--- config.mk ---
export PLATFORM = sky130hd
export DESIGN_NAME = vlc_rx_frame_ctrl
export DESIGN_NICKNAME = d
export VERILOG_FILES = /design/src/rtl/vlc_rx_frame_ctrl.sv
export SDC_FILE = /design/constraint.sdc
export NUM_CORES = 1
export LEC_CHECK = 0
export CAP_MARGIN = 5
export CELL_PAD_IN_SITES_DETAIL_PLACEMENT = 0
export CELL_PAD_IN_SITES_GLOBAL_PLACEMENT = 1
export CORE_UTILIZATION = 40
export CTS_BUF_LIST = sky130_fd_sc_hd__clkbuf_4 sky130_fd_sc_hd__clkbuf_8 sky130_fd_sc_hd__clkbuf_16
export DETAILED_ROUTE_END_ITERATION = 7
export PLACE_DENSITY = 0.6
export SKIP_CTS_REPAIR_TIMING = 1
export SYNTH_ARGS = -nofsm -noshare
export SYNTH_HDL_FRONTEND = slang
export SYNTH_SLANG_ARGS = --single-unit
--- constraint.sdc ---
create_clock -name iClk -period 9 [get_ports iClk]
set_input_delay 1.8 -clock iClk [delete_from_list [all_inputs] [get_ports iClk]]
set_output_delay 1.8 -clock iClk [all_outputs]
set_load 0.02 [all_outputs]
--- src/rtl/vlc_rx_frame_ctrl.sv ---
// vlc_rx_frame_ctrl
//   Receive-side frame sequencer for the VLC serial link. It hunts for a 32-bit
//   sync word in the sliced line bits and checks the length header that follows.
//   It then packs the payload LSB-first into 32-bit words. Words leave through a
//   show-ahead FIFO with a valid/ready handshake, tagged with SOF/EOF markers.
//
//   state     | meaning
//   ----------+------------------------------------------------------------
//   S_IDLE    | receiver disabled, waiting for iEnable
//   S_HUNT    | shifting line bits, looking for SYNC_WORD
//   S_HEADER  | collecting the 32-bit length header
//   S_PAYLOAD | collecting payload words and pushing them to the FIFO
//
// Ports
//   iClk, iReset_n   clock, synchronous active-low reset
//   iEnable          1 = receive, 0 = abort and idle
//   iBitValid, iData serial line bit strobe and value
//   oData/oSof/oEof  FIFO head word and its frame markers (0 when empty)
//   oValid, iReady   FIFO handshake; pop on oValid && iReady
//   oLen             length of the last accepted header
//   oBusy            1 while in S_HEADER / S_PAYLOAD
//   oFrameErr        1-cycle pulse on bad header or aborted frame
//   oOverflow        1-cycle pulse when a payload word was dropped (FIFO full)
module vlc_rx_frame_ctrl #(
  parameter logic [31:0] SYNC_WORD  = 32'hD3917A5C,
  parameter int          MAX_WORDS  = 255,
  parameter int          FIFO_DEPTH = 8
) (
  input  logic        iClk,
  input  logic        iReset_n,
  input  logic        iEnable,
  input  logic        iBitValid,
  input  logic        iData,
  output logic [31:0] oData,
  output logic        oSof,
  output logic        oEof,
  output logic        oValid,
  input  logic        iReady,
  output logic [15:0] oLen,
  output logic        oBusy,
  output logic        oFrameErr,
  output logic        oOverflow
);

  localparam int           AW      = $clog2(FIFO_DEPTH);
  localparam logic [AW:0]  DEPTH_C = (AW+1)'(FIFO_DEPTH);
  localparam logic [15:0]  MAX_LEN = 16'(MAX_WORDS);
  localparam logic [5:0]   HUNT_LD = 6'd32;

  typedef enum logic [1:0] {S_IDLE, S_HUNT, S_HEADER, S_PAYLOAD} state_t;

  state_t      state;
  logic [31:0] sr;
  logic [31:0] sr_nxt;
  logic [5:0]  hunt_left;  // bits still needed before a sync match may count
  logic [4:0]  bit_left;   // bits remaining in the current header/payload word
  logic [15:0] word_cnt;

  logic [33:0]   fifo_mem [FIFO_DEPTH];
  logic [AW-1:0] wr_ptr;
  logic [AW-1:0] rd_ptr;
  logic [AW:0]   fifo_cnt;

  logic pop;
  logic word_done;
  logic push_ok;
  logic is_sof;
  logic is_eof;
  logic hdr_ok;

  assign sr_nxt    = {iData, sr[31:1]};
  assign pop       = (fifo_cnt != '0) && iReady;
  assign word_done = iEnable && iBitValid && (state == S_PAYLOAD) && (bit_left == 5'd0);
  // A full FIFO can still take a word when the head leaves in the same cycle.
  assign push_ok   = word_done && ((fifo_cnt < DEPTH_C) || pop);
  assign is_sof    = (word_cnt == 16'd0);
  assign is_eof    = (word_cnt == oLen - 16'd1);
  assign hdr_ok    = (sr_nxt[31:16] == ~sr_nxt[15:0]) && (sr_nxt[15:0] != 16'd0) &&
                     (sr_nxt[15:0] <= MAX_LEN);

  assign oValid = (fifo_cnt != '0);
  assign oData  = oValid ? fifo_mem[rd_ptr][31:0] : 32'd0;
  assign oEof   = oValid ? fifo_mem[rd_ptr][32]   : 1'b0;
  assign oSof   = oValid ? fifo_mem[rd_ptr][33]   : 1'b0;

  always_ff @(posedge iClk) begin
    if (push_ok) fifo_mem[wr_ptr] <= {is_sof, is_eof, sr_nxt};
  end

  always_ff @(posedge iClk) begin
    if (!iReset_n) begin
      wr_ptr   <= '0;
      rd_ptr   <= '0;
      fifo_cnt <= '0;
    end else begin
      if (push_ok) wr_ptr <= wr_ptr + AW'(1);
      if (pop)     rd_ptr <= rd_ptr + AW'(1);
      case ({push_ok, pop})
        2'b10:   fifo_cnt <= fifo_cnt + (AW+1)'(1);
        2'b01:   fifo_cnt <= fifo_cnt - (AW+1)'(1);
        default: fifo_cnt <= fifo_cnt;
      endcase
    end
  end

  always_ff @(posedge iClk) begin
    if (!iReset_n) begin
      state     <= S_IDLE;
      sr        <= '0;
      hunt_left <= '0;
      bit_left  <= '0;
      word_cnt  <= '0;
      oLen      <= '0;
      oBusy     <= 1'b0;
      oFrameErr <= 1'b0;
      oOverflow <= 1'b0;
    end else begin
      oFrameErr <= 1'b0;
      oOverflow <= 1'b0;
      if (!iEnable) begin
        state    <= S_IDLE;
        oBusy    <= 1'b0;
        bit_left <= '0;
        if (state == S_HEADER || state == S_PAYLOAD) oFrameErr <= 1'b1;
      end else begin
        case (state)
          S_IDLE: begin
            state     <= S_HUNT;
            sr        <= '0;
            hunt_left <= HUNT_LD;
          end
          S_HUNT: begin
            if (iBitValid) begin
              sr <= sr_nxt;
              if (hunt_left != 6'd0) hunt_left <= hunt_left - 6'd1;
              // hunt_left <= 1 means this bit is at least the 32nd since entry
              if (hunt_left <= 6'd1 && sr_nxt == SYNC_WORD) begin
                state    <= S_HEADER;
                bit_left <= 5'd31;
                oBusy    <= 1'b1;
              end
            end
          end
          S_HEADER: begin
            if (iBitValid) begin
              sr <= sr_nxt;
              if (bit_left != 5'd0) begin
                bit_left <= bit_left - 5'd1;
              end else if (hdr_ok) begin
                oLen     <= sr_nxt[15:0];
                word_cnt <= '0;
                bit_left <= 5'd31;
                state    <= S_PAYLOAD;
              end else begin
                oFrameErr <= 1'b1;
                state     <= S_HUNT;
                sr        <= '0;
                hunt_left <= HUNT_LD;
                oBusy     <= 1'b0;
              end
            end
          end
          S_PAYLOAD: begin
            if (iBitValid) begin
              sr <= sr_nxt;
              if (bit_left != 5'd0) begin
                bit_left <= bit_left - 5'd1;
              end else if (!push_ok || is_eof) begin
                // Either the frame completed or a word was lost; in both
                // cases the rest of the frame is not worth keeping.
                if (!push_ok) begin
                  oOverflow <= 1'b1;
                  oFrameErr <= 1'b1;
                end
                state     <= S_HUNT;
                sr        <= '0;
                hunt_left <= HUNT_LD;
                oBusy     <= 1'b0;
              end else begin
                word_cnt <= word_cnt + 16'd1;
                bit_left <= 5'd31;
              end
            end
          end
          default: state <= S_IDLE;
        endcase
      end
    end
  end

endmodule

* Yosys cells after proc, flatten, opt, wreduce, memory -nomap -nowiden
Memory sizes are Yosys's and may differ from the RTL's. A register that Yosys moved wholly into a read port is not among the register bits. Cells that the tools add are included.
Word-level totals: memories kept 1, logic and storage cells 147, memory bits (writable) 272, output and inout port bits 54, register bits 90
Cells by class: add/subtract/negate cells 8, mux-type cells 69, bitwise logic cells 2, order comparisons 3, reductions and logical operators 31, equal/unequal tests 21
Memory list:
- fifo_mem | words 8, width 34, rd ports 1, clocked after Yosys merged registers in 1, wr ports 1, line 59 | logic [33:0] fifo_mem [FIFO_DEPTH];
Operators with widths (number):
- 32-bit two-way mux | 8
- 32-bit case mux with 4 select lines | 1
- 16-bit two-way mux | 6
- 6-bit two-way mux | 8
- 5-bit two-way mux | 8
- 16-bit == test | 2
- 32-bit == test, second input constant | 1
- 16-bit case mux with 2 select lines | 1
- 6-bit case mux with 4 select lines | 1
- 1-bit two-way mux | 21
- 2-bit != test, second input constant | 10
- 9-bit AND reduction | 2
- 16-bit by 1-bit adder with 16-bit output, second input constant | 1
- 16-bit by 8-bit less-or-equal comparator with 1-bit output, second input constant | 1
- 16-bit zero test | 1
- 2-bit two-way mux | 8
- 16-bit inverter | 1
- 16-bit nonzero test | 1
- 16-bit by 1-bit subtractor with 16-bit output, second input constant | 1
- 5-bit case mux with 3 select lines | 1
- 7-bit AND reduction | 2
- 1-bit logical AND | 8
- 2-bit case mux with 4 select lines | 1
- 4-bit case mux with 2 select lines | 1
- other kinds (30) | 38

* Longest topological paths before layout
Gate-level depths: netlist (run 1).
word-level depth 11, gate-level depth with buffers 15

* Worst setup path after synthesis (run 1)
OpenSTA, ideal clock, no wires.
path kind input -> register, start point in iBitValid, end point mem fifo_mem[1][0], enable pin, data arrival time 5169 ps, library setup time 468 ps, slack 3364 ps, required time 8532 ps, buffers on the path 1, stages on the path 6, cells stage by stage and3_1 -> nand2_1 -> nor2_1 -> clkbuf_1 -> nand2_1 -> nor3_1
Between the ends: cells in the longest elaborated chain, start to end 6
RTL lines:
- start, declared | line 32 | input logic iBitValid,
- 1-bit logical AND (3 in a row) | line 73 | assign word_done = iEnable && iBitValid && (state == S_PAYLOAD) && (bit_left == 5'd0);
- 1-bit logical AND | line 75 | assign push_ok = word_done && ((fifo_cnt < DEPTH_C) || pop);
- 1-bit two-way mux | line 87 | if (push_ok) fifo_mem[wr_ptr] <= {is_sof, is_eof, sr_nxt};
- 1-bit two-way mux (not written as such) | line 87
- end, declared | line 59
No other way between the ends.

==> results of run 1 <==
==> cell families after synthesis <==
kind of cell	synth area share (%)
flops	65.2
simple gates	9.65
compound gates	6.62
mux	12.7
buf+inv	2.06
xor+xnor	2.28
fa+ha+maj	1.44
==> power groups by stage <==
stage	clock, mW	combinational, mW	sequential, mW
global placement	0	0.0558	1.82
global route	1.71	0.0616	1.79
CTS	1.64	0.0558	1.79
finish	1.60	0.0556	1.79
floorplan	0	0.0410	1.82
detailed placement	0	0.0554	1.82
==> registers in the layout, summed over array words and instances, names as in the netlist, named ones only <==
signal,count
hunt_left,6
bit_left,5
oBusy,1
oFrameErr,1
word_cnt,16
fifo_mem,272
fifo_cnt,4
oLen,16
wr_ptr,3
rd_ptr,3
state,2
oOverflow,1
sr,31
==> cell usage after synthesis (23+ instances only) <==
cell type    n
edfxtp_1   272
dfxtp_1     92
mux4_2      68
nand2_1     67
nor2_1      57
mux2i_1     42
clkbuf_1    41
a32o_1      32
a21oi_1     24
xor2_1      24
nor3_1      23
==> worst max-delay path, cell delays in order, from the launching register on <==
cell             delay [ns]
dfxtp_4                0.62
buf_4                  0.82
mux4_2                 0.61
mux2i_1                0.19
nor2_1                 0.07
clkdlybuf4s50_1        0.54
==> metal layers <==
layer / wire, µm / up-vias
li1: - / 4117
met1: 16400 / 4506
met2: 17000 / 174
met3: 1280 / 45
met4: 653 / 0
met5: 0 / -
==> worst max path at each step <==
stage	start	end	slack (ns)
CTS	flip-flop	oData[2]	3.57
global route	flip-flop	oData[10]	3.40
detailed placement	iEnable	fifo_cnt[3]$_SDFFE_PN0P_	3.90
floorplan	iBitValid	fifo_mem[1][0]$_DFFE_PP_	3.36
finish	flip-flop	oData[2]	3.73
global placement	iEnable	fifo_cnt[3]$_SDFFE_PN0P_	3.90
==> cell type report <==
cell class                      instances  share of cell area (%)
Multi-Input combinational cell        574                    28.5
Inverter                               20                   0.434
Clock buffer                           62                    6.73
Sequential cell                       364                    56.1
Clock inverter                         12                   0.686
Tap cell                              511                    3.58
Timing Repair Buffer                   76                    4.02
==> metrics.md, run 1 <==
| Metric | Value |
|---|---|
| HPWL Detailed | `between 20 and 25 mm` |
| FF-to-FF setup slack | `between 5 and 6 ns` |
| Die ar. | `between 0.03 and 0.04 mm²` |
| Grt met3 use | `about 2.6%` |
| Finished Layout Cells | `~1600` |
| Setup CP Type | `reg2out` |
| Multi-input combinational cell area | `between 0.005 and 0.006 mm²` |
| Die width | `slightly below 200 µm` |
| Routed vias/inst | `~5.5` |
| Hold Slack | `0.490 ns` |
| Pre-CTS setup slack | `between 3 and 4 ns` |
| Final RePlAce weighted congestion | `roughly 0.8` |
| Ports | `60` |
| Post-Route WL | `35.3 mm` |
| Chip height | `198 µm` |
| Clock-pin transition on the worst setup and hold timing paths | `approximately 0.050 ns` |
| Max-cap violations | `0` |
| Std cell rows | `between 70 and 80` |
| Cells on worst reg2reg path | `15` |
| Crit path launch type | `flip-flop` |
| Met1 GRT Util | `25.9%` |
| NetSw | `684 µW` |
| Met2 Use GR | `30.8%` |
| Fill cells | `3355` |
| Pin count of the biggest net entering global routing | `slightly below 70` |
| Register bit total from synthesis | `364` |
| Synth Instances | `about 1000` |
| Pwr dens | `~190 mW/mm²` |
| H-Tree Depth | `2` |
| Worst slew margin | `a little under a quarter` |
| Static Leak | `approximately 5.8 nW` |
| Required @ worst endpoint | `between 7 and 8 ns` |
| Reg area | `~0.01 mm²` |
| Crit-path max FO | `48` |
| GRT overflow | `0` |
| R2r endpoint | `fifo_cnt[3]$_SDFFE_PN0P_` |
| Root buffer cell | `clkbuf_16` |
| Sink Count | `364` |
| Asr flop ratio synth | `0%` |
| Sequential area share after synthesis | `roughly two thirds` |
| Crit path capture type | `primary output` |
| Buffers on Ports | `59` |
| Maximum VDD drop | `111 µV` |
| Post-synth net total | `around 1000` |
| Avg Cell Area, Syn | `approximately 15 µm²` |
| First-pass GRT wire length | `between 50 and 60 mm` |
| Drt wl/cell | `between 20 and 25 µm` |
| Top FF cell, synth | `edfxtp_1` |
| Seq pwr share | `between 50% and 60%` |
| Fin. Hold Viols | `0` |
| Cell Area, Placed | `roughly 0.017 mm²` |
| Post-route design area | `about 0.018 mm²` |
| Worst slew pin tran | `~1.2 ns` |
| Layout net count | `around 1100` |
| Synth area leader | `edfxtp_1` |
| Slew Limit Fails | `0` |
| Later-pin clock latency in the skew report | `about 0.53 ns` |
| Post-layout min period | `around 5.3 ns` |
| Hold Startpoint | `oBusy$_SDFFE_PN0P_` |
| Share of layout cells above drive strength 1 | `17.0%` |
| RSZ-0062 raised after global routing | `no` |
| Unique masters post-synth | `between 70 and 80` |
| Final setup TNS | `0 ns` |
| PnR worst setup slack | `3.73 ns` |
| TritonCTS Buffers | `40` |
| Commonest non-fill, non-tap cells in the layout | `edfxtp_1 (272), dfxtp_1 (89), mux4_2 (68)` |
| Core box area | `0.0377 mm²` |
| Number of enable flip-flop cells after synthesis | `272` |
| TritonRoute pass-1 iters | `7` |
| Worst Hold Path EP | `oBusy$_SDFFE_PN0P_` |
| Initial cell density of the core | `40.7%` |
| Setup Skew | `~0.019 ns` |
| Yosys warning total | `0` |
| Synth area leaders | `edfxtp_1 (53%), dfxtp_1 (12%), mux4_2 (10%)` |
| Max Freq | `0.190 GHz` |
| Synthesis-to-finish area growth | `16.4%` |
| CP Data Arrival Time | `3.47 ns` |
| DRT antenna net count | `0` |
| Total number of vias | `between 8000 and 9000` |
| Maximum root-to-sink buffer count | `3` |
| Vias in the first global route | `9046` |
| Antenna diodes | `0` |
| Cell Area, Synth | `between 0.015 and 0.02 mm²` |
| RR Startpoint | `bit_left[0]$_SDFFE_PN0P_` |
| Clock power frac | `46.5%` |
| Status | `completed` |
| Initial DRC count | `611` |
| Setup Viol. Count Final | `0` |
| Top-area cell type share of the netlist area | `53.2%` |
| Most common cell after layout, fill and taps aside | `edfxtp_1` |
| Tcrit/Tclk final | `between 50 and 60%` |
| Final core occ | `47.4%` |
| Placed insts | `~1500` |
| Gr busiest metal | `met2` |
| WHS Path Cells | `2` |
| DRC | `0` |
| Power Total | `between 3 and 4 mW` |
| Net Sw Frac | `between 10% and 20%` |
| Initial antenna violation count | `0` |
| Combinational share of power | `about 1.6%` |
| Total GRT Usage | `about 19%` |
| Int Pwr | `2.76 mW` |
| Worst min path class | `reg2reg` |
| TritonCTS clock tree | `yes` |
No activity file was read; power rests on OpenSTA's default activity.
==> run 2: changes to the inputs <==
Settings changed: PLACE_DENSITY 0.6 to 0.63.
Clock period 9 ns to 4.3 ns, I/O delays scaled along.
==> metrics.md, run 2 (synthesis gave the netlist of run 1 again) <==
| Metric | Value |
|---|---|
| Sink Count | `364 (unchanged)` |
| H-Tree Depth | `2 (unchanged)` |
| Initial antenna violation count | `0 (unchanged)` |
| Highest Signal Layer | `met4 (unchanged)` |
| Crit path launch type | `flip-flop (unchanged)` |
| HPWL Detailed | `21.8 mm (was 20.8 mm)` |
| NetSw | `1.43 mW (was 684 µW)` |
| Layout net count | `1111 (was 1099)` |
| Final RePlAce weighted congestion | `0.856 (was 0.809)` |
| Pwr dens | `399 mW/mm² (was 193 mW/mm²)` |
| Antenna diodes | `0 (unchanged)` |
| Core box area | `0.0377 mm² (unchanged)` |
| Die width | `198 µm (unchanged)` |
| Setup Skew | `0.0136 ns (was 0.0193 ns)` |
| Seq pwr share | `51.8% (was 51.9%)` |
| Later-pin clock latency in the skew report | `0.54 ns (was 0.53 ns)` |
| Worst slew margin | `26.5% (was 22.6%)` |
| Maximum VDD drop | `301 µV (was 111 µV)` |
| Pin count of the biggest net entering global routing | `43 (was 69)` |
| Setup Viol. Count Final | `0 (unchanged)` |
| Drt wl/cell | `21.3 µm (was 21.8 µm)` |
| Pre-CTS setup slack | `0.529 ns (was 3.90 ns)` |
| Largest Register | `fifo_mem (unchanged)` |
| Status | `completed (unchanged)` |
| Power Total | `7.23 mW (was 3.44 mW)` |
| Slew Limit Fails | `0 (unchanged)` |
| Vias in the first global route | `9027 (was 9046)` |
| Int Pwr | `5.79 mW (was 2.76 mW)` |
| Root buffer cell | `clkbuf_16 (unchanged)` |
| First-pass GRT wire length | `54.2 mm (was 54.9 mm)` |
| Die ar. | `0.0391 mm² (unchanged)` |
| TritonRoute pass-1 iters | `5 (was 7)` |
| Net Sw Frac | `19.8% (was 19.9%)` |
| Finished Layout Cells | `1629 (was 1619)` |
| Chip height | `198 µm (unchanged)` |
| Post-route design area | `0.0181 mm² (was 0.0179 mm²)` |
| Met3 routed WL | `1.22 mm (was 1.28 mm)` |
| Worst slew pin tran | `1.10 ns (was 1.15 ns)` |
| Synthesis-to-finish area growth | `17.9% (was 16.4%)` |
| Required @ worst endpoint | `3.44 ns (was 7.20 ns)` |
| WL met2 | `17.4 mm (was 17.0 mm)` |
| Initial cell density of the core | `40.7% (unchanged)` |
| Placed insts | `1557 (was 1545)` |
| TritonCTS Buffers | `40 (unchanged)` |
| Initial DRC count | `544 (was 611)` |
| GRT overflow | `0 (unchanged)` |
| RSZ-0062 raised after global routing | `no (unchanged)` |
| Clock power frac | `46.7% (was 46.5%)` |
| Clock-pin transition on the worst setup and hold timing paths | `0.05 ns (about the same)` |
| Routed vias/inst | `5.47 (was 5.46)` |
| Maximum root-to-sink buffer count | `3 (unchanged)` |
| Total GRT Usage | `18.3% (was 18.6%)` |
| Max-cap violations | `0 (unchanged)` |
| Fin. Hold Viols | `0 (unchanged)` |
| Share of layout cells above drive strength 1 | `17.4% (was 17.0%)` |
| TritonCTS clock tree | `yes (unchanged)` |
| Met1 wire length | `15.6 mm (was 16.4 mm)` |
| Post-Route WL | `34.8 mm (was 35.3 mm)` |
| Ports | `60 (unchanged)` |
| Max Freq | `0.273 GHz` |
| Tcrit/Tclk final | `85.3%` |
| DRC | `0 (unchanged)` |
| Crit-path max FO | `31 (was 48)` |
| Combinational share of power | `1.6% (about the same)` |
| Final setup TNS | `0 ns (unchanged)` |
| Total number of vias | `8908 (was 8842)` |
| Crit path capture type | `primary output (unchanged)` |
| Largest regs | `fifo_mem x272, sr x31 (unchanged)` |
| Largest register FFs | `272 (unchanged)` |
| Cell Area, Placed | `0.0168 mm² (was 0.0165 mm²)` |
| Std cell rows | `71 (unchanged)` |
| Worst min path class | `reg2reg (unchanged)` |
| DRT antenna net count | `0 (unchanged)` |
| Static Leak | `5.83 nW (was 5.79 nW)` |
| Most common cell after layout, fill and taps aside | `edfxtp_1 (unchanged)` |
| CP Data Arrival Time | `2.81 ns (was 3.47 ns)` |
| PnR worst setup slack | `0.631 ns (was 3.73 ns)` |
| Post-layout min period | `3.67 ns` |
| Commonest non-fill, non-tap cells in the layout | `edfxtp_1 (272), dfxtp_1 (89), mux4_2 (68) (unchanged)` |
| Buffers on Ports | `59 (unchanged)` |
| Setup CP Type | `reg2out (unchanged)` |
-- run 2: path summary, 6_finish.rpt --
| path | from | to | slack, ns | cells after the start |
|---|---|---|---|---|
| setup reg to reg | oLen[0]$_SDFFE_PN0P_ | sr[1]$_SDFFE_PN0P_ | 0.73 | 11 |
| setup / recovery | flip-flop | oData[0] | 0.63 | 5 |
| hold / removal | hunt_left[1]$_SDFFE_PN0P_ | hunt_left[1]$_SDFFE_PN0P_ | 0.47 | 2 |
| hold reg to reg | hunt_left[1]$_SDFFE_PN0P_ | hunt_left[1]$_SDFFE_PN0P_ | 0.47 | 2 |
-- run 2: power by group through the flow --
| stage | clock, mW | combinational, mW | sequential (mW) |
|---|---|---|---|
| floorplan | 0 | 0.0860 | 3.81 |
| global placement | 0 | 0.116 | 3.81 |
| global route | 3.59 | 0.127 | 3.74 |
| finish | 3.37 | 0.115 | 3.74 |
| detailed placement | 0 | 0.115 | 3.81 |
| CTS | 3.45 | 0.116 | 3.74 |
-- run 2: per-layer routing --
layer / GRT usage, % / vias to the layer above
met3: 2.79 / 44
li1: - / 4147
met4: 4.16 / 0
met2: 31.1 / 154
met5: 0 / -
met1: 24.7 / 4563
-- run 2: worst max-delay path, cell delays in order (launching register included) --
cell and delay, ns:
dfxtp_4 0.53, buf_12 0.30, mux4_2 0.55, mux2i_1 0.23
nor2_1 0.09, clkdlybuf4s50_1 0.55
-- run 2: metrics by stage --
| stage | hold WS (ns) | utilization [%] |
|---|---|---|
| detailed placement | 0.466 | 44.5 |
| finish | 0.473 | 48.0 |
| CTS | 0.476 | 48.0 |
| floorplan | 0.444 | - |
| global placement | 0.466 | 44.5 |
| global route | 0.490 | 48.0 |
-- run 2: area by class of cell --
type                            count  area (µm²)
Fill cell                        3326       19600
Sequential cell                   364       10000
Multi-Input combinational cell    574        5100
Clock buffer                       60        1210
Timing Repair Buffer               88         921
Tap cell                          511         639
Clock inverter                     12         119
Inverter                           20        77.6
